<file path="src/rtl/mem_port_arbiter_pkg.sv">
// ============================================================================
//  Module  : cpu_mem_pkg
//  Purpose : Shared state encodings, requester IDs and default widths for
//            the CPU/DMA memory port arbiter.
//  Rev     : 1.0  initial release
// ============================================================================
`default_nettype none

package cpu_mem_pkg;

    localparam int DEF_AW = 9;
    localparam int DEF_DW = 32;

    typedef enum logic [1:0] {
        ST_IDLE  = 2'd0,
        ST_ISSUE = 2'd1,
        ST_WAIT  = 2'd2,
        ST_DONE  = 2'd3
    } state_t;

    localparam logic REQ_CPU = 1'b0;
    localparam logic REQ_DMA = 1'b1;

endpackage

`default_nettype wire

</file>
<file path="src/rtl/mem_port_arbiter_if.sv">
// ============================================================================
//  Module  : mem_port_arbiter_if
//  Purpose : Requester, status and RAM-side signals of the memory arbiter.
//  Rev     : 1.0  initial release
// ============================================================================
`default_nettype none

interface mem_port_arbiter_if
    import cpu_mem_pkg::*;
#(
    parameter int AW = DEF_AW,
    parameter int DW = DEF_DW
);
    logic          c_req;
    logic          c_we;
    logic [AW-1:0] c_addr;
    logic [DW-1:0] c_wdata;
    logic          c_done;
    logic          d_req;
    logic          d_we;
    logic [AW-1:0] d_addr;
    logic [DW-1:0] d_wdata;
    logic          d_done;
    logic [DW-1:0] rdata;
    logic          busy;
    logic          owner;
    logic [AW-1:0] ram_addr;
    logic [DW-1:0] ram_wdata;
    logic          ram_we;
    logic [DW-1:0] ram_rdata;

    // Arbiter side
    modport slave (
        input  c_req, c_we, c_addr, c_wdata, d_req, d_we, d_addr, d_wdata, ram_rdata,
        output c_done, d_done, rdata, busy, owner, ram_addr, ram_wdata, ram_we
    );

    // Requesters plus RAM side
    modport master (
        output c_req, c_we, c_addr, c_wdata, d_req, d_we, d_addr, d_wdata, ram_rdata,
        input  c_done, d_done, rdata, busy, owner, ram_addr, ram_wdata, ram_we
    );

endinterface

`default_nettype wire

</file>
<file path="src/rtl/mem_port_arbiter_arb_pick2.sv">
// ============================================================================
//  Module  : arb_pick2
//  Purpose : Combinational winner select between CPU and DMA requests.
//            MEMARB_RR_EN selects round-robin; otherwise CPU has priority.
//  Rev     : 1.0  initial release
// ============================================================================
`default_nettype none

module arb_pick2
    import cpu_mem_pkg::*;
(
    input  wire logic c_req,
    input  wire logic d_req,
    input  wire logic rr_last,
    output logic      winner
);

`ifdef MEMARB_RR_EN
    always_comb begin
        winner = REQ_CPU;
        if (c_req && d_req) begin
            winner = (rr_last == REQ_CPU) ? REQ_DMA : REQ_CPU;
        end else if (d_req) begin
            winner = REQ_DMA;
        end
    end
`else
    // Fixed priority has no use for the grant history
    wire w_unused_rr = rr_last;

    always_comb begin
        winner = REQ_CPU;
        if (!c_req && d_req) begin
            winner = REQ_DMA;
        end
    end
`endif

endmodule

`default_nettype wire

</file>
<file path="src/rtl/mem_port_arbiter.sv">
// ============================================================================
//  Module  : mem_port_arbiter
//  Purpose : Shares a single-port RAM between CPU and DMA requesters with an
//            issue/wait/done sequence. Macro MEMARB_RR_EN enables round-robin.
//  Rev     : 1.0  initial release
// ============================================================================
`default_nettype none

module mem_port_arbiter
    import cpu_mem_pkg::*;
#(
    parameter int AW      = DEF_AW,
    parameter int DW      = DEF_DW,
    parameter int RAM_LAT = 1
)(
    input  wire logic         Clock,
    input  wire logic         Reset,
    mem_port_arbiter_if.slave bus
);

    localparam logic [2:0] c_ram_lat = 3'(RAM_LAT);

    state_t        r_state;
    logic [2:0]    r_cnt;
    logic          r_we;
    logic          r_rr_last;

    logic          w_winner;
    logic          w_we;
    logic [AW-1:0] w_addr;
    logic [DW-1:0] w_wdata;

    arb_pick2 u_pick (
        .c_req   (bus.c_req),
        .d_req   (bus.d_req),
        .rr_last (r_rr_last),
        .winner  (w_winner)
    );

    assign w_we    = (w_winner == REQ_DMA) ? bus.d_we    : bus.c_we;
    assign w_addr  = (w_winner == REQ_DMA) ? bus.d_addr  : bus.c_addr;
    assign w_wdata = (w_winner == REQ_DMA) ? bus.d_wdata : bus.c_wdata;

    // The RAM address/data registers double as the latched request copy
    always_ff @(posedge Clock or posedge Reset) begin
        if (Reset) begin
            r_state       <= ST_IDLE;
            r_cnt         <= '0;
            r_we          <= 1'b0;
            r_rr_last     <= REQ_DMA;
            bus.c_done    <= 1'b0;
            bus.d_done    <= 1'b0;
            bus.rdata     <= '0;
            bus.busy      <= 1'b0;
            bus.owner     <= REQ_CPU;
            bus.ram_addr  <= '0;
            bus.ram_wdata <= '0;
            bus.ram_we    <= 1'b0;
        end else begin
            case (r_state)
                ST_IDLE: begin
                    if (bus.c_req || bus.d_req) begin
                        r_state       <= ST_ISSUE;
                        bus.busy      <= 1'b1;
                        bus.owner     <= w_winner;
                        r_rr_last     <= w_winner;
                        r_we          <= w_we;
                        bus.ram_addr  <= w_addr;
                        bus.ram_wdata <= w_wdata;
                        bus.ram_we    <= w_we;
                    end
                end
                ST_ISSUE: begin
                    bus.ram_addr  <= '0;
                    bus.ram_wdata <= '0;
                    bus.ram_we    <= 1'b0;
                    r_cnt         <= c_ram_lat;
                    if (r_we) begin
                        r_state   <= ST_DONE;
                        bus.rdata <= '0;
                        if (bus.owner == REQ_DMA) bus.d_done <= 1'b1;
                        else                      bus.c_done <= 1'b1;
                    end else begin
                        r_state <= ST_WAIT;
                    end
                end
                ST_WAIT: begin
                    r_cnt <= r_cnt - 3'd1;
                    // Last wait cycle: RAM output is valid now
                    if (r_cnt == 3'd1) begin
                        r_state   <= ST_DONE;
                        bus.rdata <= bus.ram_rdata;
                        if (bus.owner == REQ_DMA) bus.d_done <= 1'b1;
                        else                      bus.c_done <= 1'b1;
                    end
                end
                ST_DONE: begin
                    r_state    <= ST_IDLE;
                    bus.c_done <= 1'b0;
                    bus.d_done <= 1'b0;
                    bus.rdata  <= '0;
                    bus.busy   <= 1'b0;
                end
                default: r_state <= ST_IDLE;
            endcase
        end
    end

endmodule

`default_nettype wire

</file>
<file path="src/flat_wrapper.sv">
// flat-port wrapper written by rule: the top's interface ports become plain ports
module mem_port_arbiter_flat import cpu_mem_pkg::*;
#(
    parameter int AW      = DEF_AW,
    parameter int DW      = DEF_DW,
    parameter int RAM_LAT = 1
)
  (Clock, Reset, bus_c_req, bus_c_we, bus_c_addr, bus_c_wdata, bus_d_req, bus_d_we, bus_d_addr, bus_d_wdata, bus_ram_rdata, bus_c_done, bus_d_done, bus_rdata, bus_busy, bus_owner, bus_ram_addr, bus_ram_wdata, bus_ram_we);
  mem_port_arbiter_if #(.AW(AW), .DW(DW)) bus_i ();
  input  wire logic Clock;
  input  wire logic Reset;
  input wire logic [$bits(bus_i.c_req)-1:0] bus_c_req;
  input wire logic [$bits(bus_i.c_we)-1:0] bus_c_we;
  input wire logic [$bits(bus_i.c_addr)-1:0] bus_c_addr;
  input wire logic [$bits(bus_i.c_wdata)-1:0] bus_c_wdata;
  input wire logic [$bits(bus_i.d_req)-1:0] bus_d_req;
  input wire logic [$bits(bus_i.d_we)-1:0] bus_d_we;
  input wire logic [$bits(bus_i.d_addr)-1:0] bus_d_addr;
  input wire logic [$bits(bus_i.d_wdata)-1:0] bus_d_wdata;
  input wire logic [$bits(bus_i.ram_rdata)-1:0] bus_ram_rdata;
  output wire logic [$bits(bus_i.c_done)-1:0] bus_c_done;
  output wire logic [$bits(bus_i.d_done)-1:0] bus_d_done;
  output wire logic [$bits(bus_i.rdata)-1:0] bus_rdata;
  output wire logic [$bits(bus_i.busy)-1:0] bus_busy;
  output wire logic [$bits(bus_i.owner)-1:0] bus_owner;
  output wire logic [$bits(bus_i.ram_addr)-1:0] bus_ram_addr;
  output wire logic [$bits(bus_i.ram_wdata)-1:0] bus_ram_wdata;
  output wire logic [$bits(bus_i.ram_we)-1:0] bus_ram_we;
  assign bus_i.c_req = bus_c_req;
  assign bus_i.c_we = bus_c_we;
  assign bus_i.c_addr = bus_c_addr;
  assign bus_i.c_wdata = bus_c_wdata;
  assign bus_i.d_req = bus_d_req;
  assign bus_i.d_we = bus_d_we;
  assign bus_i.d_addr = bus_d_addr;
  assign bus_i.d_wdata = bus_d_wdata;
  assign bus_i.ram_rdata = bus_ram_rdata;
  assign bus_c_done = bus_i.c_done;
  assign bus_d_done = bus_i.d_done;
  assign bus_rdata = bus_i.rdata;
  assign bus_busy = bus_i.busy;
  assign bus_owner = bus_i.owner;
  assign bus_ram_addr = bus_i.ram_addr;
  assign bus_ram_wdata = bus_i.ram_wdata;
  assign bus_ram_we = bus_i.ram_we;
  mem_port_arbiter #(.AW(AW), .DW(DW), .RAM_LAT(RAM_LAT)) u_core (.Clock(Clock), .Reset(Reset), .bus(bus_i));
endmodule
</file>
<file path="config.mk">
export PLATFORM = sky130hd
export DESIGN_NAME = mem_port_arbiter_flat
export DESIGN_NICKNAME = d
export VERILOG_FILES = /design/src/rtl/mem_port_arbiter_pkg.sv /design/src/rtl/mem_port_arbiter_if.sv /design/src/rtl/mem_port_arbiter_arb_pick2.sv /design/src/rtl/mem_port_arbiter.sv /design/src/flat_wrapper.sv
export SDC_FILE = /design/constraint.sdc
export NUM_CORES = 1
export LEC_CHECK = 0
export BUFFER_PORTS_ARGS = -buffer_cell sky130_fd_sc_hd__buf_2
export CORE_ASPECT_RATIO = 0.75
export CORE_MARGIN = 2
export CORE_UTILIZATION = 45
export CTS_BUF_LIST = sky130_fd_sc_hd__clkbuf_8
export CTS_CLUSTER_DIAMETER = 60
export CTS_CLUSTER_SIZE = 10
export DETAILED_ROUTE_END_ITERATION = 12
export PLACE_DENSITY = 0.79
export SYNTH_ARGS = -nofsm -noshare
export SYNTH_HDL_FRONTEND = slang
export SYNTH_SLANG_ARGS = --single-unit
</file>
<file path="constraint.sdc">
create_clock -name Clock -period 4.7 [get_ports Clock]
set_input_delay 0.235 -clock Clock [delete_from_list [all_inputs] [get_ports Clock]]
set_output_delay 0.235 -clock Clock [all_outputs]
set_load 0.005 [all_outputs]
</file>
==> reports/qor.txt <==
Area contributors post-synth - dfrtp_1 50%, mux2i_1 18%, o2bb2ai_2 11%, inv_1 3.6%, nand2_1 2.9%
antenna violations before repair - 0
worst setup path startpoint - u_core.r_state[0]
hold path cells - 3
Hold Crit Class - primary input to register
Max stage delay on crit path - 880 ps
Netlist cell types - 32
total track usage - 18.5%
final setup TNS - 0 ps
R2R cell count - 5
Iter 0 DRT Violations - 139
Final Hold Viols - 0
H-tree depth - 3
Post-Syn Area per Cell - 12.5 sq um
Site Rows - 30
IO buf count - 197
sequential share of power - 37.5%
CP Data Required Time - 4890 ps
worst reg2reg path startpoint - u_core.r_state[0]
cell-internal power - 2.02 mW
register bit count reported by yosys - 84
top cell type's share of synthesized area - 49.6%
top achievable clock speed - 451 MHz
WL/cell - 14.2 microns
number of synthesized flops with an enable pin - 0
CP Cell Sequence - inv_1 > ha_1 > nand2b_1 > or2_2 > o2bb2ai_1
switch share - 38.9%
Slew Limit Fails - 0
Final ANT Viol Nets - 0
WHS - 125 ps
total gr overflow - 0
Post-CTS Hold Fix Bufs - 0
share of flip-flops with an asynchronous set or reset - 100%
post-route clock period utilization - 47.2%
setup bufs post-CTS - 0
Primary FF master, synth - dfrtp_1
Leak - 2.86 nW
max_slew headroom - 23.5%
first-pass GRT wire length - 14.8 mm
crit-path max FO - 41
area of the mapped netlist - 0.00424 sq mm
Gate power share - 47.2%
Slowest-stage cell, CP - or2_2
CTS Sinks - 84
chip width - 116 microns
Clock Latency Late Sink - 350 ps
RSZ-0062 raised after global routing - no
via/cell ratio - 4.85
area of the multi-input gates - 0.00177 sq mm
status - finished clean
reg-to-reg endpoint - u_core.bus.ram_wdata[9]
largest net degree at the start of global routing - 85
antenna diode count - 0
Clk pwr share - 15.3%
Cells after Synth - 338
routability cong. - 0.799
CTS Buffer Depth - 2
core box area - 0.00912 sq mm
fraction of layout cells with a size suffix above 1 - 47.6%
most common cell in the netlist - dfrtp_1
Sequential cell area - 0.00210 sq mm
crit path to - u_core.bus.ram_wdata[9]
power per cell area - 614 mW/mm^2
Final Net Count - 654
Pre-antenna DRT Iters - 4
full die area - 0.0102 sq mm
Ports - 198
crit path DAT - 2410 ps
critical path launch point type - register
Peak VDD IR - 397 uV
CP endpoint kind - register
Yosys top cell by area - dfrtp_1
YS warnings - 0
Finish-stage setup viols - 0
Worst Path Class, Setup - register to register
Seq/Total Area, Yosys - 49.6%
Post-Route WL - 9.37 mm
Root Driver - clkbuf_8
layout filler cell count - 750
Area Growth Syn to Fin - 27.1%
syn_nets - 466
clock tree from TritonCTS - built
P_sw - 1.29 mW
FF-to-FF setup slack - 2480 ps
Die Ht - 88.1 microns
Clock Pin Slew Worst Setup and Hold Paths - 90 ps
TritonCTS buffer count - 9
hold path start - bus_ram_rdata[24]
cts repair resizes - 0
Clock Skew - 10.7 ps
Max-Cap Viols - 0
DP Wirelength - 6.84 mm
DRC - 0
Initial Utilization - 46.5%
vias post-DR - 3194
Period minus WS final - 2220 ps
Post-synth top cells - 84 x dfrtp_1, 75 x mux2i_1, 41 x inv_1
vias in the first global route - 3135
Worst-Margin Slew - 1150 ps
## cell usage in the layout (no fill, tap or decap), types with 2 or more instances in the layout
master and count:
dfrtp_1 84, o2bb2ai_2 30, clkbuf_8 9, o2bb2ai_1 12, clkinvlp_4 3, nor2_1 2
a2bb2oi_1 3, mux2i_1 75, inv_1 42, buf_4 4, o21ai_0 5, ha_1 8
a21oi_1 3, a22oi_1 2, a2111oi_0 2, buf_2 197, nand2_1 33
## state kept, by name, summed over array words and instances (netlist names)
| name | count |
|---|---|
| u_core.bus.ram_we | 1 |
| u_core.bus.rdata | 32 |
| u_core.r_cnt | 3 |
| u_core.bus.owner | 1 |
| u_core.bus.ram_wdata | 32 |
| u_core.bus.busy | 1 |
| u_core.r_we | 1 |
| u_core.bus.ram_addr | 9 |
| u_core.bus.d_done | 1 |
| u_core.bus.c_done | 1 |
| u_core.r_state | 2 |
## metal layers
metal  global-route usage, %  wire length [microns]  share of wire [%]  up-vias
li1                        -                      -                  -     1548
met1                    23.3                   4070                 43     1532
met2                    32.1                   4690                 50      104
met3                    4.08                    519                5.5       10
met4                    5.52                     96                1.0        0
met5                       0                      0                  0        -
## worst min-delay path by stage
stage / slack (ps) / endpoint
global placement: 470 / u_core.bus.ram_wdata[10]
CTS: 110 / u_core.bus.rdata[24]
finish: 130 / u_core.bus.rdata[24]
detailed placement: 470 / u_core.bus.ram_wdata[17]
floorplan: 320 / u_core.bus.owner
global route: 110 / u_core.bus.rdata[2]
## critical path: cells and delay by family (launching register included)
family / cells / cell delay [ps]
buf+inv: 1 / 120
flops: 1 / 430
compound gates: 1 / 190
fa+ha+maj: 1 / 310
simple gates: 2 / 1000
## power groups by stage
| stage | combinational (mW) | sequential, mW | clock (mW) |
|---|---|---|---|
| 5_1_grt | 1.74 | 1.28 | 0.552 |
| 4_1_cts | 1.59 | 1.24 | 0.524 |
| 3_5_place_dp | 1.60 | 1.25 | 0 |
| 6_report | 1.56 | 1.24 | 0.507 |
| 3_3_place_gp | 1.52 | 1.25 | 0 |
| 2_1_floorplan | 1.17 | 1.27 | 0 |
## stage by stage
| step | area (sq um) | util, % | total power [mW] | setup WS [ps] | cells |
|---|---|---|---|---|---|
| after global routing | 5390 | 59.1 | 3.57 | 2270 | 659 |
| after global placement | 5200 | 57.0 | 2.77 | 2600 | 643 |
| after floorplan | 4240 | - | 2.44 | 2300 | 338 |
| after CTS | 5390 | 59.1 | 3.36 | 2450 | 659 |
| after detailed placement | 5200 | 57.0 | 2.85 | 2450 | 643 |
| final | 5390 | 59.1 | 3.31 | 2480 | 659 |
## kinds of logic (layout without fill, tap and decap cells)
| kind of cell | Yosys count | in the layout | synth area share (%) |
|---|---|---|---|
| compound gates | 63 | 63 | 16.7 |
| mux | 75 | 75 | 17.7 |
| flops | 84 | 84 | 49.6 |
| simple gates | 43 | 43 | 4.48 |
| buf+inv | 65 | 258 | 9.17 |
| fa+ha+maj | 8 | 8 | 2.36 |
## final cells by class
class,instances,share of cell area [%]
sequential,84,39.0
inverter,41,2.88
multi-input combinational,189,32.8
timing repair buffer,201,18.8
clock inverter,7,1.28
clock buffer,9,2.30
tap,128,2.97
(Power assumes the default switching activity.)
